<file path="config.mk">
export PLATFORM = sky130hd
export DESIGN_NAME = i2s_tx_serializer
export DESIGN_NICKNAME = d
export VERILOG_FILES = /design/src/rtl/i2s_tx_serializer.sv
export SDC_FILE = /design/constraint.sdc
export NUM_CORES = 1
export LEC_CHECK = 0
export CAP_MARGIN = 15
export CORE_UTILIZATION = 47
export DETAILED_ROUTE_END_ITERATION = 7
export GPL_TIMING_DRIVEN = 1
export PLACE_DENSITY = 0.72
export SLEW_MARGIN = 30
export SYNTH_ARGS = -nofsm -noshare
export SYNTH_HDL_FRONTEND = slang
export SYNTH_SLANG_ARGS = --single-unit
</file>
<file path="constraint.sdc">
create_clock -name clkI2SBit_i -period 2.33 [get_ports clkI2SBit_i]
set_input_delay 0.466 -clock clkI2SBit_i [delete_from_list [all_inputs] [get_ports clkI2SBit_i]]
set_output_delay 0.466 -clock clkI2SBit_i [all_outputs]
set_load 0.005 [all_outputs]
</file>
<file path="src/rtl/i2s_tx_serializer.sv">
// rtl/i2s_tx_serializer.sv - I2S transmit serializer fed from an FWFT FIFO, with underrun mute
module i2s_tx_serializer #(
  parameter int PKT_WIDTH  = 16,
  parameter int MUTE_AFTER = 4
) (
  input  logic                 clkI2SBit_i,
  input  logic                 rstI2S_n_i,
  input  logic [PKT_WIDTH-1:0] fifoPkt_i,
  input  logic                 fifoEmpty_i,
  output logic                 fifoRdEn_o,
  output logic                 i2sLRCLK_o,
  output logic                 i2sSD_o,
  output logic                 underflow_o,
  output logic [7:0]           underflowCnt_o
);

  localparam int CW = $clog2(2 * PKT_WIDTH);
  localparam int IW = (PKT_WIDTH > 1) ? $clog2(PKT_WIDTH) : 1;
  localparam int UW = $clog2(MUTE_AFTER + 1);

  localparam logic [CW-1:0] CNT_LAST = CW'(2 * PKT_WIDTH - 1);
  localparam logic [CW-1:0] SLOT_W   = CW'(PKT_WIDTH);
  localparam logic [CW-1:0] LR_LO    = CW'(PKT_WIDTH - 1);
  localparam logic [CW-1:0] LR_HI    = CW'(2 * PKT_WIDTH - 2);
  localparam logic [UW-1:0] MUTE_CNT = UW'(MUTE_AFTER);

  typedef enum logic {
    S_IDLE = 1'b0,
    S_RUN  = 1'b1
  } state_e;

  state_e                 state_q, state_d;
  logic [CW-1:0]          cnt_q, cnt_d;
  logic [PKT_WIDTH-1:0]   sample_q, sample_d;
  logic [UW-1:0]          cons_q, cons_d;
  logic [7:0]             uf_cnt_q, uf_cnt_d;
  logic                   rd_en_q, rd_en_d;
  logic                   uf_q, uf_d;
  logic                   sd_q, sd_d;
  logic                   lrclk_q, lrclk_d;

  logic                   load;
  logic [CW-1:0]          slot_pos;
  logic [CW-1:0]          bit_idx;

  // Next-state: frame counter, load decisions, and the output bits for the coming cycle
  always_comb begin
    state_d  = state_q;
    sample_d = sample_q;
    cons_d   = cons_q;
    uf_cnt_d = uf_cnt_q;
    rd_en_d  = 1'b0;
    uf_d     = 1'b0;

    load  = (cnt_q == CNT_LAST);
    cnt_d = load ? '0 : cnt_q + 1'b1;

    if (load) begin
      if (!fifoEmpty_i) begin
        sample_d = fifoPkt_i;
        rd_en_d  = 1'b1;
        state_d  = S_RUN;
        cons_d   = '0;
      end else if (state_q == S_IDLE) begin
        sample_d = '0;
      end else begin
        cons_d = cons_q + 1'b1;
        uf_d   = 1'b1;
        if (uf_cnt_q != 8'hFF) begin
          uf_cnt_d = uf_cnt_q + 8'd1;
        end
        // Sustained underrun: stop repeating the stale sample and go quiet
        if (cons_d == MUTE_CNT) begin
          sample_d = '0;
          state_d  = S_IDLE;
        end
      end
    end

    // Both slots carry the same sample, MSB first
    slot_pos = (cnt_d >= SLOT_W) ? cnt_d - SLOT_W : cnt_d;
    bit_idx  = LR_LO - slot_pos;
    sd_d     = sample_d[bit_idx[IW-1:0]];
    // Word select leads each slot MSB by one bit clock
    lrclk_d  = (cnt_d >= LR_LO) && (cnt_d <= LR_HI);
  end

  // State and output registers
  always_ff @(posedge clkI2SBit_i or negedge rstI2S_n_i) begin
    if (!rstI2S_n_i) begin
      state_q  <= S_IDLE;
      cnt_q    <= CNT_LAST;
      sample_q <= '0;
      cons_q   <= '0;
      uf_cnt_q <= '0;
      rd_en_q  <= 1'b0;
      uf_q     <= 1'b0;
      sd_q     <= 1'b0;
      lrclk_q  <= 1'b0;
    end else begin
      state_q  <= state_d;
      cnt_q    <= cnt_d;
      sample_q <= sample_d;
      cons_q   <= cons_d;
      uf_cnt_q <= uf_cnt_d;
      rd_en_q  <= rd_en_d;
      uf_q     <= uf_d;
      sd_q     <= sd_d;
      lrclk_q  <= lrclk_d;
    end
  end

  assign fifoRdEn_o     = rd_en_q;
  assign i2sLRCLK_o     = lrclk_q;
  assign i2sSD_o        = sd_q;
  assign underflow_o    = uf_q;
  assign underflowCnt_o = uf_cnt_q;

endmodule
</file>
==> impl_metrics.py, run 1 <==
metrics = {
    "power": {
        "seq_power_share_pct": 50.2,
        "pwr-share-clk_pct": 43.3,
        "switching_power_mw": 0.2713,
        "power_per_cell_area_nw_per_um2": 541.9,
        "peakVddDrop_mv": 0.4125,
        "finalPower_mw": 1.328,
        "p_comb_share_pct": 6.4,
        "swShare_pct": 20.43,
        "p_leak_nw": 1.059,
        "p_int_mw": 1.057,
    },
    "critical_path": {
        "slowest_stage": "or3b_2",
        "critPathBufInv": 0,
        "cp_cell_sequence": "ha_4, and3_4, ha_2, or3b_2, a21oi_1, mux2i_1, a2111oi_1, a31o_1",
        "worstPathRequired_ns": 2.56,
        "worstSetupEndpointType": "flop",
        "path_class": "reg -> reg",
        "worst-path-max-fanout": 6,
        "arrival_ns": 2.59,
        "crit_family": "compound AO/OA/AOI/OAI gates",
        "reg2reg_slack_ns": -0.03,
        "worstSetupStartpointType": "flop",
        "max_stage_delay_ns": 0.46,
    },
    "sta": {
        "relSlewSlack_pct": 64.61,
        "finClkSkew_ns": 0.004828,
        "tightest_slew_ns": 0.5288,
        "setup_viol": 1,
        "period_needed_ns": 2.358,
        "drv_slew": 0,
        "min_period_over_period_pct": 101.2,
        "hold_viol": 0,
        "setup_tns_ns": -0.02795,
        "grt_setup_unrepaired": "yes",
        "worst_slack_ns": -0.02795,
        "fmax_mhz": 424.1,
    },
    "route": {
        "viasPerCell": 5.348,
        "wl_per_cell_um": 14.31,
        "routed_wl_um": 3906,
        "first_pass_iters": 4,
        "drt-initial-drc-count": 62,
        "ant_nets": 0,
        "route.detailed.drc": 0,
        "vias": 1460,
    },
    "synthesis": {
        "syn_inst": 174,
        "synth_seq_cells": 37,
        "yosys-top-cells-area": "dfrtp_1 (45%), nand2_1 (7.9%), dfstp_2 (7.3%), a21oi_1 (5.6%), mux4_2 (5.0%)",
        "ys_seq_area_share_pct": 51.84,
        "synth_nets": 199,
        "synth_top_area_share_pct": 44.54,
        "synth.cell_area_um2": 1798,
        "ys_types": 32,
        "yosysWarnings": 0,
        "avgSynthCellArea_um2": 10.33,
        "synth_area_leader_cell": "dfrtp_1",
    },
    "finish": {
        "finalNetCount": 249,
        "utilization_pct": 66.95,
        "n_fill_cell": 295,
        "area_growth_pct": 36.33,
        "antenna_cells": 0,
        "drive_gt1_share_pct": 21.33,
        "final_common_cell": "nand2_1",
        "final_cell_mix": "nand2_1 (38), dfrtp_1 (32), clkdlybuf4s50_1 (30), a21oi_1 (20), buf_4 (19)",
    },
    "status": {
        "status": "complete, but fails checks",
        "violations": "negative setup slack",
    },
    "floorplanning": {
        "fp.dieW_um": 63.85,
        "core-area_um2": 3661,
        "dieHeight_um": 63.85,
        "rows": 22,
        "io_pins": 31,
        "die_area_um2": 4077,
        "initial_utilization_pct": 49.11,
    },
    "grt": {
        "grt_max_degree": 38,
        "grt_pass1_wl_um": 6472,
        "grt_use_total_pct": 21.00,
        "antenna_found_initial": 0,
        "overflow": 0,
        "grt_pass1_vias": 1429,
    },
    "place": {
        "io_buffers": 30,
        "globalplace.congestion": 0.8521,
        "dpl.hpwl_um": 2821,
    },
    "clock_tree": {
        "htreeDepth": 2,
        "worstSkewPairLatency_ns": 0.29,
        "cts.sinks": 37,
        "path_clk_slew_ns": 0.07,
        "hold_buffers": 0,
        "cts_root_buf": "clkbuf_8",
        "clk_path_buf_depth": 2,
        "cts_tree": "done",
        "cts_buffers": 5,
    },
    "job": {
        "maxCapViolCount": 0,
    },
    "hold_path": {
        "hold_path.class": "reg -> reg",
    },
}
==> routing by layer <==
layer	vias up	GRT usage [%]	wire length (um)
met5	-	0	0
met4	0	9.659	77
met3	7	5.179	168
met2	34	34.57	1993
met1	724	25.85	1667
li1	695	-	-
==> cell usage after synthesis <==
cell       number
nand2_1        38
dfrtp_1        32
a21oi_1        20
o21ai_0        10
xnor2_1         7
ha_1            6
nor2_1          6
dfstp_2         5
inv_1           5
nand3_1         5
clkbuf_1        4
mux4_2          4
xor2_1          4
mux2i_1         3
and3_1          2
and4_1          2
buf_6           2
mux2_2          2
nand2b_1        2
nand4_1         2
o21a_1          2
a2111oi_0       1
a211o_1         1
a21boi_0        1
a31o_1          1
a41oi_1         1
inv_4           1
nor3_1          1
nor3b_1         1
nor4_1          1
or3b_1          1
or3b_2          1
==> power by group through the flow <==
stage	logic, mW	clock network (mW)	registers, mW
after floorplan	0.0277	0	0.676
after global placement	0.0808	0	0.678
after detailed placement	0.0846	0	0.679
after CTS	0.0861	0.587	0.667
after global routing	0.0951	0.615	0.668
final	0.0856	0.575	0.667
==> per-stage QoR <==
stage	setup WS (ns)	instance area (um^2)	hold slack, ns	std cells
6_report	-0.02795	2451	0.4989	273
5_1_grt	-0.1267	2451	0.5217	273
4_1_cts	-0.004285	2427	0.5000	272
3_5_place_dp	-0.1609	2286	0.4890	264
3_3_place_gp	-0.06729	2286	0.4800	264
2_1_floorplan	-0.06451	1828	0.1704	174
==> repair_timing <==
item	in CTS	in global routing
pin swaps	2	0
buffers inserted	0	1
endpoints found under the setup margin	1	5
resized for setup	6	3
==> cell type report <==
class	instances	area (um^2)	area share [%]
multi-input combinational	125	865.8	35.32
timing repair buffer	49	442.9	18.07
clock buffer	6	82.58	3.369
inverter	6	30.03	1.225
sequential	37	932.1	38.03
tap	48	60.06	2.450
clock inverter	2	37.54	1.531
==> cell families (layout without fill, tap and decap cells) <==
logic type,count (synthesis),after routing,synth area share [%]
compound gates,37,37,11.55
xor+xnor,11,11,5.358
fa+ha+maj,6,6,4.175
buf+inv,12,63,3.479
flops,37,37,51.84
mux,9,9,7.933
simple gates,62,62,15.66
==> flip-flops by register name, summed over array words and instances, names as in the netlist <==
| name | count |
|---|---|
| state_q | 1 |
| sample_q | 16 |
| i2sSD_o | 1 |
| cnt_q | 5 |
| fifoRdEn_o | 1 |
| underflowCnt_o | 8 |
| i2sLRCLK_o | 1 |
| cons_q | 3 |
| underflow_o | 1 |
==> final timing paths <==
check	startpoint	to	cells past startpoint
max	cnt_q[1]	i2sSD_o	8
min	underflowCnt_o[5]	underflowCnt_o[5]	1
max reg2reg	cnt_q[1]	i2sSD_o	8
min reg2reg	underflowCnt_o[5]	underflowCnt_o[5]	1
max in group asynchronous	rstI2S_n_i	cnt_q[1]	2
min in group asynchronous	rstI2S_n_i	sample_q[12]	2
Power figures use the tool's default switching activity.
==> inputs of run 2 (changes only) <==
--- a/config.mk
+++ b/config.mk
@@ -6,10 +6,12 @@
 export NUM_CORES = 1
 export LEC_CHECK = 0
 export CAP_MARGIN = 15
-export CORE_UTILIZATION = 47
+export CELL_PAD_IN_SITES_DETAIL_PLACEMENT = 2
+export CELL_PAD_IN_SITES_GLOBAL_PLACEMENT = 2
+export CORE_UTILIZATION = 30
 export DETAILED_ROUTE_END_ITERATION = 7
 export GPL_TIMING_DRIVEN = 1
-export PLACE_DENSITY = 0.72
+export PLACE_DENSITY_LB_ADDON = 0.1
 export SLEW_MARGIN = 30
 export SYNTH_ARGS = -nofsm -noshare
 export SYNTH_HDL_FRONTEND = slang
==> run 2 against run 1 <==
Net effect: the run still ends with negative setup slack left; final cell count increased by 8.8%; combinational power rose by 0.5%; register-to-register slack better by 0.03 ns; count of clock-buffer cells in the layout rose by 1; sequential cell count did not move; critical endpoint unchanged.
==> impl_metrics.py, run 2 (synthesis gave the netlist of run 1 again) <==
metrics = {
    "floorplanning": {
        "core-area_um2": 5642,
        "dieHeight_um": 79.42,
        "rows": 27,
        "io_pins": 31,
        "initial_utilization_pct": 31.87,
        "die_area_um2": 6307,
        "fp.dieW_um": 79.42,
    },
    "critical_path": {
        "arrival_ns": 2.51,
        "max_stage_delay_ns": 0.56,
        "worstPathRequired_ns": 2.51,
        "reg2reg_slack_ns": -0.002,
        "path_class": "reg -> reg",
        "crit_family": "flip-flops",
        "slowest_stage": "dfstp_2",
        "critPathBufInv": 1,
        "worstSetupStartpointType": "flop",
        "cp_cell_sequence": "ha_4, and3_4, ha_4, nand2b_4, inv_6, mux4_2, a211o_1, o21a_1, a31o_1",
        "worstSetupEndpointType": "flop",
        "worst-path-max-fanout": 6,
        "crit_top_cell": "ha_4",
    },
    "place": {
        "dpl.hpwl_um": 3608,
        "globalplace.congestion": 0.7074,
        "io_buffers": 30,
    },
    "finish": {
        "drive_gt1_share_pct": 22.22,
        "largest_reg_flops": 16,
        "finalNetCount": 249,
        "utilization_pct": 43.85,
        "final_cell_mix": "nand2_1 (38), dfrtp_1 (32), clkdlybuf4s50_1 (29), a21oi_1 (19), buf_4 (19)",
        "area_growth_pct": 37.58,
        "final_common_cell": "nand2_1",
        "largest-register": "sample_q",
        "antenna_cells": 0,
    },
    "job": {
        "maxCapViolCount": 0,
    },
    "grt": {
        "grt_use_total_pct": 17.47,
        "met2_usage_pct": 30.78,
        "grt_max_degree": 38,
        "overflow": 0,
        "grt_pass1_wl_um": 8383,
        "antenna_found_initial": 0,
        "use_met1_pct": 21.29,
        "top_usage_layer": "met2",
        "gr-usage-met3_pct": 3.886,
        "grt_pass1_vias": 1708,
    },
    "clock_tree": {
        "clk_path_buf_depth": 2,
        "hold_buffers": 0,
        "cts_buffers": 5,
        "cts_root_buf": "clkbuf_8",
        "cts.sinks": 37,
        "cts_tree": "done",
        "htreeDepth": 2,
        "path_clk_slew_ns": 0.07,
        "worstSkewPairLatency_ns": 0.29,
    },
    "hold_path": {
        "hold_path.class": "in -> async",
    },
    "sta": {
        "tightest_slew_ns": 0.8474,
        "grt_setup_unrepaired": "yes",
        "worst_slack_ns": -0.001604,
        "hold_viol": 0,
        "setup_viol": 1,
        "relSlewSlack_pct": 43.51,
        "period_needed_ns": 2.332,
        "drv_slew": 0,
        "finClkSkew_ns": 0.007326,
        "min_period_over_period_pct": 100.1,
        "setup_tns_ns": -0.001604,
        "fmax_mhz": 428.9,
        "hold_ws_ns": 0.2842,
    },
    "route": {
        "route.detailed.drc": 0,
        "viasPerCell": 4.869,
        "wl_per_cell_um": 16.29,
        "drt-initial-drc-count": 22,
        "ant_nets": 0,
        "routed_wl_um": 4839,
        "first_pass_iters": 4,
        "vias": 1446,
    },
    "status": {
        "status": "complete, but fails checks",
        "violations": "negative setup slack",
    },
    "power": {
        "peakVddDrop_mv": 0.1966,
        "finalPower_mw": 1.330,
        "power_per_cell_area_nw_per_um2": 537.5,
        "p_leak_nw": 1.060,
    },
}
run 2: changes by cell type in the layout (fill, tap and decap cells not counted), sizes merged:
| cell | previous run | this run |
|---|---|---|
| clkdlybuf4s50 | 30 | 29 |
| buf | 19 | 20 |
| clkinvlp | 1 | 0 |
| clkbuf | 6 | 7 |
run 2: stage by stage:
stage               area [um^2]  setup slack (ns)  cells
floorplan                  1828          -0.06451    174
global placement           2288          -0.06623    285
detailed placement         2288           -0.1276    285
CTS                        2451          -0.02073    295
global route               2474          -0.08031    297
finish                     2474         -0.001604    297
run 2: report_power, final:
group / total, mW / switching [mW] / internal, mW
sequential: 0.667 / 0.00906 / 0.658
clock: 0.576 / 0.227 / 0.349
combinational: 0.0860 / 0.0364 / 0.0496
total: 1.33 / 0.273 / 1.06
run 2: final cells by class:
type / instances / area, um^2
inverters: 6 / 27.53
well taps: 72 / 90.09
multi-input cells: 125 / 869.6
fillers: 595 / 3168
repair buffers: 49 / 437.9
clock buffers: 7 / 86.33
flip-flops and latches: 37 / 932.1
clock inverters: 1 / 30.03
run 2: timing repair:
item,in CTS,in global routing
pin swaps,1,3
setup buffers,2,2
setup endpoints to repair,1,2
gates resized for setup,8,2
run 2: layer usage:
layer  vias to the layer above  share of wire [%]
met5                         -                  0
met4                         0                1.2
met3                         6                2.7
met2                        20                 50
met1                       716                 46
li1                        704                  -
run 2: path summary, 6_finish.rpt:
check | startpoint | endpoint | depth (start not counted)
hold reg to reg | underflowCnt_o[7] | underflowCnt_o[7] | 1
setup / recovery | cnt_q[1] | i2sSD_o | 9
min in group clkI2SBit_i | underflowCnt_o[7] | underflowCnt_o[7] | 1
setup reg to reg | cnt_q[1] | i2sSD_o | 9
hold / removal | rstI2S_n_i | sample_q[8] | 1
max in group asynchronous | rstI2S_n_i | underflowCnt_o[7] | 1
run 2: worst register-to-register path: stages (launching register included):
cell	delay (ns)
dfstp_2	0.56
ha_4	0.13
and3_4	0.20
ha_4	0.15
nand2b_4	0.07
inv_6	0.09
mux4_2	0.49
a211o_1	0.23
o21a_1	0.10
a31o_1	0.19
